<file path="config.mk">
export PLATFORM = sky130hd
export DESIGN_NAME = password_display_scanner
export DESIGN_NICKNAME = d
export VERILOG_FILES = /design/src/rtl/safelock_pkg.sv /design/src/rtl/seg7_encoder.sv /design/src/rtl/password_display_scanner.sv
export SDC_FILE = /design/constraint.sdc
export NUM_CORES = 1
export LEC_CHECK = 0
export CAP_MARGIN = 20
export CORE_AREA = 2 2 98 100
export CTS_CLUSTER_DIAMETER = 120
export DETAILED_ROUTE_END_ITERATION = 10
export DIE_AREA = 0 0 100 102
export SYNTH_ARGS = -nofsm -noshare
export SYNTH_HDL_FRONTEND = slang
export SYNTH_SLANG_ARGS = --single-unit
</file>
<file path="constraint.sdc">
create_clock -name i_clk -period 3.3 [get_ports i_clk]
set_input_delay 0.495 -clock i_clk [delete_from_list [all_inputs] [get_ports i_clk]]
set_output_delay 0.495 -clock i_clk [all_outputs]
set_load 0.02 [all_outputs]
</file>
<file path="src/rtl/safelock_pkg.sv">
// Shared safelock display definitions: active-high 7-segment glyphs ({g,f,e,d,c,b,a}),
// the blink phase type and a counter-width helper.
package safelock_pkg;

    localparam logic [6:0] SEG_0     = 7'h3F;
    localparam logic [6:0] SEG_1     = 7'h06;
    localparam logic [6:0] SEG_2     = 7'h5B;
    localparam logic [6:0] SEG_3     = 7'h4F;
    localparam logic [6:0] SEG_4     = 7'h66;
    localparam logic [6:0] SEG_5     = 7'h6D;
    localparam logic [6:0] SEG_6     = 7'h7D;
    localparam logic [6:0] SEG_7     = 7'h07;
    localparam logic [6:0] SEG_8     = 7'h7F;
    localparam logic [6:0] SEG_9     = 7'h6F;
    localparam logic [6:0] SEG_A     = 7'h77;
    localparam logic [6:0] SEG_B     = 7'h7C;
    localparam logic [6:0] SEG_C     = 7'h39;
    localparam logic [6:0] SEG_D     = 7'h5E;
    localparam logic [6:0] SEG_E     = 7'h79;
    localparam logic [6:0] SEG_F     = 7'h71;
    localparam logic [6:0] SEG_DASH  = 7'h40;
    localparam logic [6:0] SEG_BLANK = 7'h00;

    typedef enum logic {
        PHASE_VISIBLE = 1'b0,
        PHASE_HIDDEN  = 1'b1
    } blinkPhase_e;

    // Width of a counter holding 0..n-1, never narrower than one bit.
    function automatic int cntWidth(input int n);
        return (n > 1) ? $clog2(n) : 1;
    endfunction

endpackage

</file>
<file path="src/rtl/seg7_encoder.sv">
// Combinational nibble-to-glyph decoder; a masked digit renders as a lone dash.
// Output is active-high, polarity is applied by the caller.
module seg7_encoder
    import safelock_pkg::*;
(
    input  logic [3:0] nibble_i,
    input  logic       mask_i,
    output logic [6:0] seg_o
);

    always_comb begin
        seg_o = SEG_BLANK;
        if (mask_i) begin
            seg_o = SEG_DASH;
        end else begin
            case (nibble_i)
                4'h0: seg_o = SEG_0;
                4'h1: seg_o = SEG_1;
                4'h2: seg_o = SEG_2;
                4'h3: seg_o = SEG_3;
                4'h4: seg_o = SEG_4;
                4'h5: seg_o = SEG_5;
                4'h6: seg_o = SEG_6;
                4'h7: seg_o = SEG_7;
                4'h8: seg_o = SEG_8;
                4'h9: seg_o = SEG_9;
                4'hA: seg_o = SEG_A;
                4'hB: seg_o = SEG_B;
                4'hC: seg_o = SEG_C;
                4'hD: seg_o = SEG_D;
                4'hE: seg_o = SEG_E;
                4'hF: seg_o = SEG_F;
            endcase
        end
    end

endmodule

</file>
<file path="src/rtl/password_display_scanner.sv">
// Time-multiplexed 7-segment scanner for the safelock password display with per-digit
// masking, anti-ghosting guard cycles and whole-display blink.
module password_display_scanner
    import safelock_pkg::*;
#(
    parameter int NUM_DIGITS   = 4,
    parameter int SCAN_DIV     = 1000,
    parameter int GUARD        = 1,
    parameter int BLINK_FRAMES = 64,
    parameter bit SEG_ACT_LOW  = 1'b1,
    parameter bit AN_ACT_LOW   = 1'b1
) (
    input  logic                    i_clk,
    input  logic                    i_rst_n,
    input  logic                    i_en,
    input  logic                    i_load,
    input  logic [4*NUM_DIGITS-1:0] i_password,
    input  logic [NUM_DIGITS-1:0]   i_mask,
    input  logic                    i_blink,
    output logic [6:0]              o_seg,
    output logic [NUM_DIGITS-1:0]   o_an,
    output logic                    o_frame_done
);

    localparam int SLOT_W = cntWidth(SCAN_DIV);
    localparam int IDX_W  = cntWidth(NUM_DIGITS);
    localparam int FRM_W  = cntWidth(BLINK_FRAMES);

    localparam logic [SLOT_W-1:0] SLOT_LAST = SLOT_W'(SCAN_DIV - 1);
    localparam logic [SLOT_W-1:0] GUARD_CYC = SLOT_W'(GUARD);
    localparam logic [IDX_W-1:0]  IDX_LAST  = IDX_W'(NUM_DIGITS - 1);
    localparam logic [FRM_W-1:0]  FRM_LAST  = FRM_W'(BLINK_FRAMES - 1);

    localparam logic [6:0]            SEG_OFF = SEG_ACT_LOW ? 7'h7F : 7'h00;
    localparam logic [NUM_DIGITS-1:0] AN_OFF  = AN_ACT_LOW ? {NUM_DIGITS{1'b1}} : {NUM_DIGITS{1'b0}};

    logic [4*NUM_DIGITS-1:0] snap_q, snap_d;
    logic [NUM_DIGITS-1:0]   mask_q, mask_d;
    logic [SLOT_W-1:0]       slotCnt_q, slotCnt_d;
    logic [IDX_W-1:0]        digitIdx_q, digitIdx_d;
    logic [FRM_W-1:0]        frameCnt_q, frameCnt_d;
    blinkPhase_e             phase_q, phase_d;
    logic [6:0]              seg_q, seg_d;
    logic [NUM_DIGITS-1:0]   an_q, an_d;
    logic                    frameDone_q, frameDone_d;

    logic [3:0]            curNibble;
    logic                  curMask;
    logic [NUM_DIGITS-1:0] anSel;
    logic [6:0]            encSeg;
    logic                  lastCycle;

    // The counters point at the slot cycle the next edge will present, so after a
    // disable the very first enabled edge shows digit0 cycle 0.
    always_comb begin
        curNibble = 4'h0;
        curMask   = 1'b0;
        anSel     = AN_OFF;
        for (int k = 0; k < NUM_DIGITS; k++) begin
            if (digitIdx_q == IDX_W'(k)) begin
                curNibble = snap_q[4*k +: 4];
                curMask   = mask_q[k];
                anSel[k]  = ~AN_ACT_LOW;
            end
        end
    end

    seg7_encoder u_encoder (
        .nibble_i (curNibble),
        .mask_i   (curMask),
        .seg_o    (encSeg)
    );

    assign lastCycle = (slotCnt_q == SLOT_LAST) && (digitIdx_q == IDX_LAST);

    always_comb begin
        snap_d      = i_load ? i_password : snap_q;
        mask_d      = i_load ? i_mask : mask_q;
        slotCnt_d   = slotCnt_q;
        digitIdx_d  = digitIdx_q;
        frameCnt_d  = frameCnt_q;
        phase_d     = phase_q;
        seg_d       = seg_q;
        an_d        = an_q;
        frameDone_d = 1'b0;

        if (!i_en) begin
            slotCnt_d  = '0;
            digitIdx_d = '0;
            frameCnt_d = '0;
            phase_d    = PHASE_VISIBLE;
            seg_d      = SEG_OFF;
            an_d       = AN_OFF;
        end else begin
            if (!i_blink) begin
                frameCnt_d = '0;
                phase_d    = PHASE_VISIBLE;
            end else if (lastCycle) begin
                if (frameCnt_q == FRM_LAST) begin
                    frameCnt_d = '0;
                    phase_d    = (phase_q == PHASE_HIDDEN) ? PHASE_VISIBLE : PHASE_HIDDEN;
                end else begin
                    frameCnt_d = frameCnt_q + 1'b1;
                end
            end

            if (slotCnt_q == '0) begin
                seg_d = SEG_ACT_LOW ? ~encSeg : encSeg;
            end

            // Anodes only re-enable at a guard end, so blink changes never light a partial slot.
            if (slotCnt_q < GUARD_CYC) begin
                an_d = AN_OFF;
            end else if (slotCnt_q == GUARD_CYC) begin
                an_d = (phase_d == PHASE_HIDDEN) ? AN_OFF : anSel;
            end

            frameDone_d = lastCycle;

            if (slotCnt_q == SLOT_LAST) begin
                slotCnt_d  = '0;
                digitIdx_d = (digitIdx_q == IDX_LAST) ? '0 : digitIdx_q + 1'b1;
            end else begin
                slotCnt_d = slotCnt_q + 1'b1;
            end
        end
    end

    always_ff @(posedge i_clk or negedge i_rst_n) begin
        if (!i_rst_n) begin
            snap_q      <= '0;
            mask_q      <= '0;
            slotCnt_q   <= '0;
            digitIdx_q  <= '0;
            frameCnt_q  <= '0;
            phase_q     <= PHASE_VISIBLE;
            seg_q       <= SEG_OFF;
            an_q        <= AN_OFF;
            frameDone_q <= 1'b0;
        end else begin
            snap_q      <= snap_d;
            mask_q      <= mask_d;
            slotCnt_q   <= slotCnt_d;
            digitIdx_q  <= digitIdx_d;
            frameCnt_q  <= frameCnt_d;
            phase_q     <= phase_d;
            seg_q       <= seg_d;
            an_q        <= an_d;
            frameDone_q <= frameDone_d;
        end
    end

    assign o_seg        = seg_q;
    assign o_an         = an_q;
    assign o_frame_done = frameDone_q;

endmodule
</file>
# == Yosys cells after proc, flatten, opt, wreduce, memory -nomap -nowiden ==
# Memory sizes are Yosys's and may differ from the RTL's.
# Cells that the tools add are included.
# word_totals
input_bits,25
romBits,112
elab_cells,63
mem_count,1
register_bits,51
# mem_list
name,words,width,read_ports,rd_clocked_by_memory_dff,wr,line_no,rtl
(name not given),16,7,1,0,0,seg7_encoder.sv:16,case (nibble_i)
# op_classes
bitwise_logic,1
order_cmp,1
mux,35
addsub,3
n_reduce_logical,3
n_eq_ne,10
# op_table
operator,n
4-bit 2-to-1 mux,8
6-bit 2-to-1 mux,4
7-bit 2-to-1 mux,3
10-bit 2-to-1 mux,2
1-bit 2-to-1 mux,15
"10-bit by 1-bit adder with 10-bit output, second input constant",1
"10-bit by 1-bit equality test with 1-bit output, second input constant",1
"10-bit equality test, second input constant",1
10-bit logical NOT,1
"10-bit by 1-bit < comparator with 1-bit output, second input constant",1
7-bit NOT,1
"6-bit by 1-bit adder with 6-bit output, second input constant",1
"6-bit equality test, second input constant",1
2-bit 2-to-1 mux,3
"2-bit equality test, second input constant",2
"2-bit by 1-bit != test with 1-bit output, second input constant",2
"3-bit by 1-bit != test with 1-bit output, second input constant",1
"3-bit by 2-bit != test with 1-bit output, second input constant",1
"2-bit by 1-bit adder with 2-bit output, second input constant",1
"2-bit by 1-bit equality test with 1-bit output, second input constant",1
2-bit logical NOT,1
1-bit logical AND,1

# == Longest topological paths before layout ==
# An unclocked memory read counts as a cell.
# depth
ltp_word,10
depth_mapped,11
mapped_depth_nobuf,10

# == Hierarchy ==
# A second synthesis with hierarchy kept.
# hier_totals
hier_cells,273
area_unflattened_um2,2896.5
# modules_own_cells
module,area_per_inst_um2,instances,seq_area_each_um2,cells_per_inst
password_display_scanner,2547.4,1,1290.0,235
seg7_encoder,349.1,1,0.0,38

# == Least setup slack after synthesis ==
# No wires, ideal clock.
# synth_path
kind,reg-to-reg
from,register digitIdx_q[0]
to,register seg_q[5] (netlist: o_seg[5])
setup_ns,0.083
synth_period_minus_slack_ns,2.299
t_required_ns,3.217
path_slack_ns,1.001
n_path_buf,1
path_stages_with_launch,10
arrival_time_ns,2.215
path_cell_list,dfrtp_1 -> ha_1 -> buf_2 -> or2_2 -> a221oi_2 -> nor2_1 -> ha_1 -> and2_1 -> o21a_1 -> o32a_1
# synth_via
elab_chain_len,10
# synth_lines
item,line_no,rtl
from (decl),password_display_scanner.sv:40,"logic [IDX_W-1:0] digitIdx_q, digitIdx_d;"
from (signal assigned),password_display_scanner.sv:144,digitIdx_q <= digitIdx_d;
2-bit logical NOT,password_display_scanner.sv:60,if (digitIdx_q == IDX_W'(k)) begin
4-bit 2-to-1 mux (4 in series),password_display_scanner.sv:60,
memory read 16 x 7 bit,-,
7-bit 2-to-1 mux *,seg7_encoder.sv:13,if (mask_i) begin
7-bit NOT *,password_display_scanner.sv:108,seg_d = SEG_ACT_LOW ? ~encSeg : encSeg;
7-bit 2-to-1 mux *,password_display_scanner.sv:107,if (slotCnt_q == '0) begin
7-bit 2-to-1 mux *,password_display_scanner.sv:87,if (!i_en) begin
to (signal assigned),password_display_scanner.sv:147,seg_q <= seg_d;
to (decl),password_display_scanner.sv:43,"logic [6:0] seg_q, seg_d;"
# Mark *: on every way between the ends. The rest lies on a longest branch, timed or not. The select of a mux whose other input is x is not followed.
# A chain may end at the register's enable or synchronous reset.

# == Final worst setup path ==
# layout_path
from,register digitIdx_q[0]
to,register seg_q[3] (netlist: o_seg[3])
# Same word-level chain as after synthesis.

==> qor.txt <==
Post-synth EDFFs: 0
Syn Area/Cell: 10.6 sq um
number of global-route vias before repair: 2,045
Critical Path AT: 2.76 ns
RSZ-0062 raised after global routing: false
worst min-delay path class: in2async
GR Util met2: 0.188
Overflow after GRT: 0
All-Layer GR Usage: 0.122
Placed Area: 3180 sq um
# hold bufs at CTS: 0
CP Data Required Time: 3.51 ns
ant diodes: 0
clk sink count: 51
die span in y: 102 um
CTS resizes: 0
Area growth syn-to-layout: 23.3%
met1 Track Usage GR: 0.182
register area: 1290 sq um
most used routing layer: met2
Clock Skew: 0.00753 ns
Max-Slew Margin vs Limit: 0.419
Design Area, Final: 3340 sq um
number of synthesized register bits: 51
Setup Buffers After CTS: 0
max-slew violations: 0
leakage: 1.37 nW
endpoints failing setup: 0
Routed WL per cell: 14.4 um
Die W: 100 um
die area: 10,200 sq um
total wire length: 5.86 mm
Vias/cell: 5.06
number of buffers created by CTS: 5
pwr dens: 430 nW/um^2
Ys Warns: 0
DRC: 0
Fill cells: 921
share of layout cells above drive strength 1: 0.173
pin count of the biggest net entering global routing: 48
Reg clk slew, reported paths: 0.09 ns
1st-pass router iterations: 4
met3 track demand over resource: 0.0253
Final Hold Vio Count: 0
worst-path fanout max: 12
multi-input logic area: 1340 sq um
TritonCTS clock tree: yes
max-cap violation count: 0
root buffer cell: clkbuf_8
Detailed Place HPWL: 4.35 mm
maximum vdd drop: 0.000202 V
Post-Syn Instances: 256
syn_nets: 293
register area share after synthesis: 0.477
outcome: completed
Tcrit/Tclk final: 0.771
Tot Pwr: 0.00143 W
I/O pins: 37
min Tclk post-route: 2.54 ns
initial core utilization: 0.297
Post-synth top flop: dfrtp_1
Critical Path End Type: flip-flop
first-pass GRT wire length: 10.1 mm
antenna violations before repair: 0
Final nets: 331
clock latency on the worst-skew pair: 0.30 ns
Syn Std Cell Area: 2710 sq um
Post-DRT Antenna Nets: 0
drt first-iter violations: 67
crit start category: flip-flop
Yosys cell types: 49
worst setup path category: reg2reg
routability cong.: 0.835
setup TNS: 0 ns
Vias: 2,053
Port Buffers: 36
Worst Tran Pin Value: 0.863 ns
H-tree Lvls: 2
FMAX: 393 MHz
# rows: 35
CORE AREA: 9110 sq um
Post-synth ARST share: 1.00
clock tree buffer depth: 2
[synth_stat cells (all sizes together) (7+ instances only)]
| cell type | n | area share |
|---|---|---|
| mux2 | 20 | 0.083 |
| ha | 12 | 0.055 |
| inv | 11 | 0.015 |
| o21ai | 8 | 0.015 |
| nand2 | 16 | 0.022 |
| or3 | 7 | 0.017 |
| dfrtp | 40 | 0.37 |
| nor2b | 7 | 0.016 |
| dfstp | 11 | 0.11 |
| nand3 | 11 | 0.020 |
| nor2 | 19 | 0.026 |
| and3 | 7 | 0.017 |
| a21oi | 11 | 0.020 |
[cell usage in the layout (no fill, tap or decap), types with 3 or more instances in the layout]
cell / synthesis / layout
clkbuf_8: 0 / 5
nor3b_1: 3 / 3
o21ai_0: 8 / 8
mux2_2: 20 / 20
o31a_1: 4 / 4
nand2_1: 16 / 16
a21oi_1: 11 / 11
nand3b_1: 4 / 4
o211ai_1: 3 / 3
nand3_1: 11 / 11
dfrtp_1: 40 / 40
and3_1: 6 / 6
or3_1: 5 / 5
ha_1: 12 / 12
a311oi_1: 3 / 3
a211oi_1: 3 / 3
nor3_1: 4 / 4
inv_1: 10 / 10
nor4_1: 3 / 3
nor2b_1: 7 / 7
xor2_1: 6 / 6
nor2_1: 19 / 19
o32a_1: 6 / 6
and2_1: 5 / 5
clkdlybuf4s50_1: 0 / 35
dfstp_2: 11 / 11
[metal layers]
layer | up-vias | share of wire
met2 | 24 | 0.46
met4 | 0 | 0.0031
met3 | 2 | 0.034
met1 | 1010 | 0.50
li1 | 1017 | -
met5 | - | 0
[layout make-up]
cell class              instances  share of cell area
clock inverters                 3              0.0202
inverters                      11              0.0124
clock buffers                   5              0.0206
well taps                     111              0.0416
repair buffers                 39               0.117
flip-flops and latches         51               0.387
multi-input cells             186               0.402
[where the power goes]
part | internal, W | leakage, nW | switching, W
registers | 0.000672 | 0.627 | 0.0000285
logic | 0.000111 | 0.680 | 0.000107
clock network | 0.000302 | 0.0644 | 0.000213
[logic make-up after synthesis]
group,after synthesis,share of synthesized area
multiplexers,21,0.0869
adder cells (fa/ha/maj),12,0.0555
AO/OA/AOI/OAI,53,0.146
AND/OR/NAND/NOR,93,0.184
XOR/XNOR,7,0.0227
buffers and inverters,19,0.0282
flip-flops,51,0.477
[stage by stage]
stage | util | std cells | worst slack, ns | hold WS [ns]
6_report | 0.366 | 406 | 0.756 | 0.0552
5_1_grt | 0.366 | 406 | 0.548 | 0.0560
4_1_cts | 0.364 | 405 | 0.771 | 0.420
3_5_place_dp | 0.349 | 397 | 0.789 | 0.485
3_3_place_gp | 0.349 | 397 | 0.929 | 0.476
2_1_floorplan | - | 256 | 1.00 | 0.199
[state kept, by name, indices dropped and copies added (netlist names)]
name	cells
mask_q	4
phase_q	1
snap_q	16
digitIdx_q	2
o_seg	7
slotCnt_q	10
o_an	4
frameCnt_q	6
o_frame_done	1
[worst paths after layout]
path,endpoint,start,cells past startpoint,slack [ns]
max,o_seg[3],digitIdx_q[0],8,0.76
max in group asynchronous,o_an[2],i_rst_n,2,2.71
min,slotCnt_q[8],i_rst_n,1,0.06
min reg2reg,o_seg[6],o_seg[6],2,0.50
min in group i_clk,o_seg[6],o_seg[6],2,0.50
max reg2reg,o_seg[3],digitIdx_q[0],8,0.76
[worst max-delay path, cell delays in order, from the launching register on]
cell and delay (ns):
dfrtp_1 0.43, ha_1 0.35, or2_2 0.37, a221oi_2 0.28, nor2_1 0.15, ha_1 0.23
and2_1 0.15, a2111oi_0 0.40, a211oi_1 0.10
Power figures use the tool's default switching activity.
